[config.mk]
export PLATFORM = sky130hd
export DESIGN_NAME = mul_div_unit
export DESIGN_NICKNAME = d
export VERILOG_FILES = /design/src/rtl/mul_div_unit.sv
export SDC_FILE = /design/constraint.sdc
export NUM_CORES = 1
export LEC_CHECK = 0
export CAP_MARGIN = 15
export CORE_MARGIN = 4
export CORE_UTILIZATION = 51
export CTS_CLUSTER_SIZE = 20
export DETAILED_ROUTE_END_ITERATION = 16
export GPL_TIMING_DRIVEN = 0
export PLACE_DENSITY_LB_ADDON = 0.05
export SETUP_SLACK_MARGIN = 0.15
export SLEW_MARGIN = 20
export SYNTH_ARGS = -nofsm -noshare
export SYNTH_HDL_FRONTEND = slang
export SYNTH_SLANG_ARGS = --single-unit
[constraint.sdc]
create_clock -name clk -period 5.16 [get_ports clk]
set_clock_uncertainty 0.1 [all_clocks]
set_input_delay 0.774 -clock clk [delete_from_list [all_inputs] [get_ports clk]]
set_output_delay 0.774 -clock clk [all_outputs]
set_load 0.02 [all_outputs]
[src/rtl/mul_div_unit.sv]
// mul_div_unit: iterative radix-2 multiply/divide unit for the RV32M op set.
// Multiplies by shift-add and divides by restoring division on operand
// magnitudes, one bit per cycle, then applies sign correction in FIX.
// Divide-by-zero and signed overflow bypass the iteration and finish in one cycle.
//
// Ports:
//   clk       clock, rising edge
//   rst       asynchronous active-high reset
//   start_i   request, sampled only in IDLE
//   op_i      funct3: MUL, MULH, MULHSU, MULHU, DIV, DIVU, REM, REMU
//   a_i       rs1 operand (multiplicand / dividend)
//   b_i       rs2 operand (multiplier / divisor)
//   flush_i   abort an operation in CALC or FIX
//   busy_o    unit is not idle
//   done_o    one-cycle pulse, result_o valid
//   result_o  result, held until the next accepted start
module mul_div_unit #(
  parameter int DATA_WIDTH = 32,
  parameter int OP_WIDTH   = 3
) (
  input  logic                  clk,
  input  logic                  rst,
  input  logic                  start_i,
  input  logic [OP_WIDTH-1:0]   op_i,
  input  logic [DATA_WIDTH-1:0] a_i,
  input  logic [DATA_WIDTH-1:0] b_i,
  input  logic                  flush_i,
  output logic                  busy_o,
  output logic                  done_o,
  output logic [DATA_WIDTH-1:0] result_o
);

  localparam int W  = DATA_WIDTH;
  localparam int CW = $clog2(DATA_WIDTH);
  localparam logic [W-1:0] MIN_INT = {1'b1, {(W-1){1'b0}}};

  typedef enum logic [1:0] {S_IDLE, S_CALC, S_FIX, S_DONE} state_t;

  state_t          state_q;
  logic [CW-1:0]   cnt_q;
  logic [2:0]      op_q;
  logic [W-1:0]    hi_q, lo_q, mcand_q, result_q;
  logic            neg_q, neg_rem_q, done_q;

  logic [W-1:0]    hi_d, lo_d, fix_d;
  logic [W-1:0]    a_mag, b_mag, special_res;
  logic            a_neg, b_neg, is_special;

  function automatic logic [W-1:0] neg_w(input logic [W-1:0] x, input logic en);
    return en ? (~x + W'(1)) : x;
  endfunction

  function automatic logic [2*W-1:0] neg_2w(input logic [2*W-1:0] x, input logic en);
    return en ? (~x + (2*W)'(1)) : x;
  endfunction

  // Operand decode on the request inputs (only used in IDLE).
  always_comb begin
    logic sa, sb, div0, ovf;
    if (op_i[2]) begin
      sa = ~op_i[0];
      sb = ~op_i[0];
    end else begin
      sa = (op_i[1:0] == 2'b01) || (op_i[1:0] == 2'b10);
      sb = (op_i[1:0] == 2'b01);
    end
    a_neg = sa & a_i[W-1];
    b_neg = sb & b_i[W-1];
    a_mag = neg_w(a_i, a_neg);
    b_mag = neg_w(b_i, b_neg);
    div0  = op_i[2] & (b_i == '0);
    ovf   = op_i[2] & ~op_i[0] & (a_i == MIN_INT) & (b_i == '1);
    is_special  = div0 | ovf;
    special_res = '0;
    if (div0)     special_res = op_i[1] ? a_i : '1;
    else if (ovf) special_res = op_i[1] ? '0 : MIN_INT;
  end

  // One iteration step: shift-add for multiply, restoring step for divide.
  always_comb begin
    logic [W:0] sum, rem_sh, diff;
    sum    = {1'b0, hi_q} + (lo_q[0] ? {1'b0, mcand_q} : '0);
    rem_sh = {hi_q, lo_q[W-1]};
    diff   = rem_sh - {1'b0, mcand_q};
    if (op_q[2]) begin
      // diff[W] set means the trial subtraction went negative: restore.
      hi_d = diff[W] ? rem_sh[W-1:0] : diff[W-1:0];
      lo_d = {lo_q[W-2:0], ~diff[W]};
    end else begin
      hi_d = sum[W:1];
      lo_d = {sum[0], lo_q[W-1:1]};
    end
  end

  // Sign correction of the finished magnitude result.
  always_comb begin
    logic [2*W-1:0] prod;
    prod = neg_2w({hi_q, lo_q}, neg_q);
    if (op_q[2])
      fix_d = op_q[1] ? neg_w(hi_q, neg_rem_q) : neg_w(lo_q, neg_q);
    else
      fix_d = (op_q[1:0] == 2'b00) ? prod[W-1:0] : prod[2*W-1:W];
  end

  always_ff @(posedge clk or posedge rst) begin
    if (rst) begin
      state_q   <= S_IDLE;
      cnt_q     <= '0;
      op_q      <= '0;
      hi_q      <= '0;
      lo_q      <= '0;
      mcand_q   <= '0;
      result_q  <= '0;
      neg_q     <= 1'b0;
      neg_rem_q <= 1'b0;
      done_q    <= 1'b0;
    end else begin
      done_q <= 1'b0;
      case (state_q)
        S_IDLE: begin
          if (start_i && !flush_i) begin
            op_q      <= op_i[2:0];
            neg_q     <= a_neg ^ b_neg;
            neg_rem_q <= a_neg;
            cnt_q     <= '0;
            hi_q      <= '0;
            lo_q      <= op_i[2] ? a_mag : b_mag;
            mcand_q   <= op_i[2] ? b_mag : a_mag;
            if (is_special) begin
              result_q <= special_res;
              done_q   <= 1'b1;
              state_q  <= S_DONE;
            end else begin
              state_q  <= S_CALC;
            end
          end
        end
        S_CALC: begin
          if (flush_i) begin
            state_q <= S_IDLE;
          end else begin
            hi_q  <= hi_d;
            lo_q  <= lo_d;
            cnt_q <= cnt_q + CW'(1);
            if (cnt_q == CW'(W-1)) state_q <= S_FIX;
          end
        end
        S_FIX: begin
          if (flush_i) begin
            state_q <= S_IDLE;
          end else begin
            result_q <= fix_d;
            done_q   <= 1'b1;
            state_q  <= S_DONE;
          end
        end
        default: state_q <= S_IDLE;
      endcase
    end
  end

  assign busy_o   = (state_q != S_IDLE);
  assign done_o   = done_q;
  assign result_o = result_q;

endmodule

==> flow_summary.ini <==
[pwr]
p_per_area_mw_per_mm2 = 502
ir_drop_uv = 276
p_leak_nw = 6.81
power_mw = 8.46

[logic_synthesis]
synth_fp_nets = 2148
yosys_warnings = 0
synthCells = 2003
synth.area.top_cells = dfrtp_1 24%, xnor2_1 7.5%, o21ai_0 6.8%
ys_ff_latch = 141
synth_ff_type = dfrtp_1
avgSynthCellArea_um2 = 7.37
ys_async_sr_fraction_pct = 100
synth_area_mm2 = 0.0148
synth_top_cell_by_area = dfrtp_1
synth_cell_type_count = 77
synth_top_area_share_pct = 23.9
ys_seq_area_share_pct = 23.9
synth_edf_count = 0

[placed_design]
io_buffers = 102
hpwl_mm = 50.5
finalWeightedCongestion = 1.05
placed_cell_area_mm2 = 0.0163

[clock_network]
clk_pin_slew_ns = 0.07
holdBufCountCts = 0
clk_path_buf_depth = 2
cts.repair.resized = 0
clock_latency_ns = 0.45
h-tree-depth = 4
cts_tree = yes
cts_setup_buffers = 0
clockRootBuffer = clkbuf_16
clock_sinks = 141
numCtsBuffers = 17

[floorplan]
die_area_mm2 = 0.0317
core_mm2 = 0.0286
rows = 62
num_io_pins = 105
floorplan.initialDensity_pct = 51.6
fp.dieH_um = 178
die_w_um = 178

[sta]
period_needed_ns = 4.64
worst_pin_slew_ns = 1.12
rsz0062_at_grt = false
hold_viol_final = 0
slew_violations = 0
holdWs_ns = 0.384
finalCritPeriodShare_pct = 89.9
maxSlewHeadroom_pct = 24.3
max_freq_mhz = 216
finalSetupViolCount = 0

[grt]
grt_overflow = 0
grt_pass1_wl_mm = 93.5
grt_start_max_net_pins = 100
first_global_vias = 15300
grt_usage_pct = 39.1
antenna_found_initial = 1

[setup_path]
arrival_ns = 4.84
path_class = flip-flop to flip-flop
worstRegToRegCells = 14
cp_max_fo = 10
startpoint_type = flip-flop
worstPathRequired_ns = 5.36
cp-end-kind = flip-flop

[final_layout]
drive_gt1_share_pct = 4.21
fill_cells = 2792
antenna_cells = 0
layout_commonest_cell = nor2_1
final_cell_mix = 214 x nor2_1, 204 x nand2_1, 199 x o21ai_0
final_nets = 2270
design_area_mm2 = 0.0169
utilization_pct = 58.9
area_growth_pct = 14.2

[drt]
wl_met3_mm = 6.42
drt_drc_violations_left = 0
wl_mm = 63.3
met1_length_mm = 25.7
highest_layer = met5
wl_met2_mm = 27.0
dr.pass1.iters = 6
wl_per_cell_um = 25.1
drt-initial-drc-count = 2165
drt.antenna.violating_nets = 0
num_vias = 16500
via_per_inst = 6.54

[min_path]
hold_path_depth = 2
hold_class = flip-flop to flip-flop

[run]
cap_violations = 0

[status]
status = complete, no violations
power by group:
group / internal (mW) / total [mW] / switching, mW
Combinational: 2.04 / 5.50 / 3.45
Clock: 0.632 / 1.23 / 0.594
Sequential: 1.36 / 1.74 / 0.380
metal layers:
layer,global-route usage [%],vias to the layer above
li1,-,7468
met1,52.3,7839
met2,58.8,994
met3,9.14,198
met4,20.6,2
met5,0,-
final timing paths:
check                             start  slack [ns]            to
min in group asynchronous           rst        0.61      cnt_q[3]
hold / removal             result_o[10]        0.38  result_o[10]
setup reg to reg                lo_q[0]        0.52      hi_q[30]
setup / recovery                lo_q[0]        0.52      hi_q[30]
max in group asynchronous           rst        3.49   result_o[8]
hold reg to reg            result_o[10]        0.38  result_o[10]
critical path, cell delays in order (launching register included):
cell	delay, ns
dfrtp_1	0.37
clkbuf_2	0.22
inv_1	0.19
clkbuf_2	0.31
nor2_1	0.09
ha_1	0.35
a2111oi_0	0.38
o21ai_0	0.27
a41oi_1	0.46
o21ai_1	0.26
o221ai_1	0.38
o21ai_0	0.30
a41oi_1	0.46
mux2i_1	0.24
o211ai_1	0.10
per-stage QoR:
stage                     setup slack, ns  TNS [ns]  instances
after CTS                           0.262         0       2522
after floorplan                     0.505         0       2003
after detailed placement            0.322         0       2490
after global routing                0.254         0       2522
final                               0.523         0       2522
after global placement              -1.75   -242.41       2489
state kept, by name, indices dropped and copies added, names as in the netlist:
register,flops
hi_q,32
lo_q,32
mcand_q,32
result_o,32
cnt_q,5
op_q,3
state_q,2
done_o,1
neg_q,1
neg_rem_q,1
final cells by class:
class | count | area, µm² | area share, %
Multi-Input combinational cell | 1653 | 10400 | 61.9
Clock buffer | 17 | 425 | 2.52
Buffer | 140 | 553 | 3.28
Sequential cell | 141 | 3530 | 20.9
Timing Repair Buffer | 103 | 1050 | 6.22
Tap cell | 384 | 480 | 2.85
Inverter | 69 | 267 | 1.58
Clock inverter | 15 | 128 | 0.757
cells in the mapped netlist (all sizes together), types with 6 or more instances:
master and number:
nor4 17, nor2 214, inv 69, nand2 204
buf 25, a31oi 23, and2 9, a222oi 9
a211oi 15, dfrtp 141, nand4 21, xnor2 127
or3 18, o31ai 27, a21o 26, nand2b 22
mux2i 55, o211ai 27, a21oi 193, or2 11
clkbuf 115, nand3 39, o21bai 6, o21a 8
o21ai 213, a22oi 20, and3 11, nor3 52
nor2b 12, o22ai 7, o221ai 15, ha 72
o41ai 18, or4 17, xor2 70
logic make-up (layout without fill, tap and decap cells):
family / after synthesis / after routing / share of synthesized area (%)
DFF: 141 / 141 / 23.9
and+or+nand+nor: 669 / 669 / 21.4
AOI/OAI and AO/OA: 653 / 653 / 27.0
xor gates and xnor gates: 197 / 197 / 11.7
muxes: 60 / 60 / 4.11
adders and majority gates: 74 / 74 / 6.37
buffers and inverters: 209 / 344 / 5.48
No activity file was read; power rests on OpenSTA's default activity.
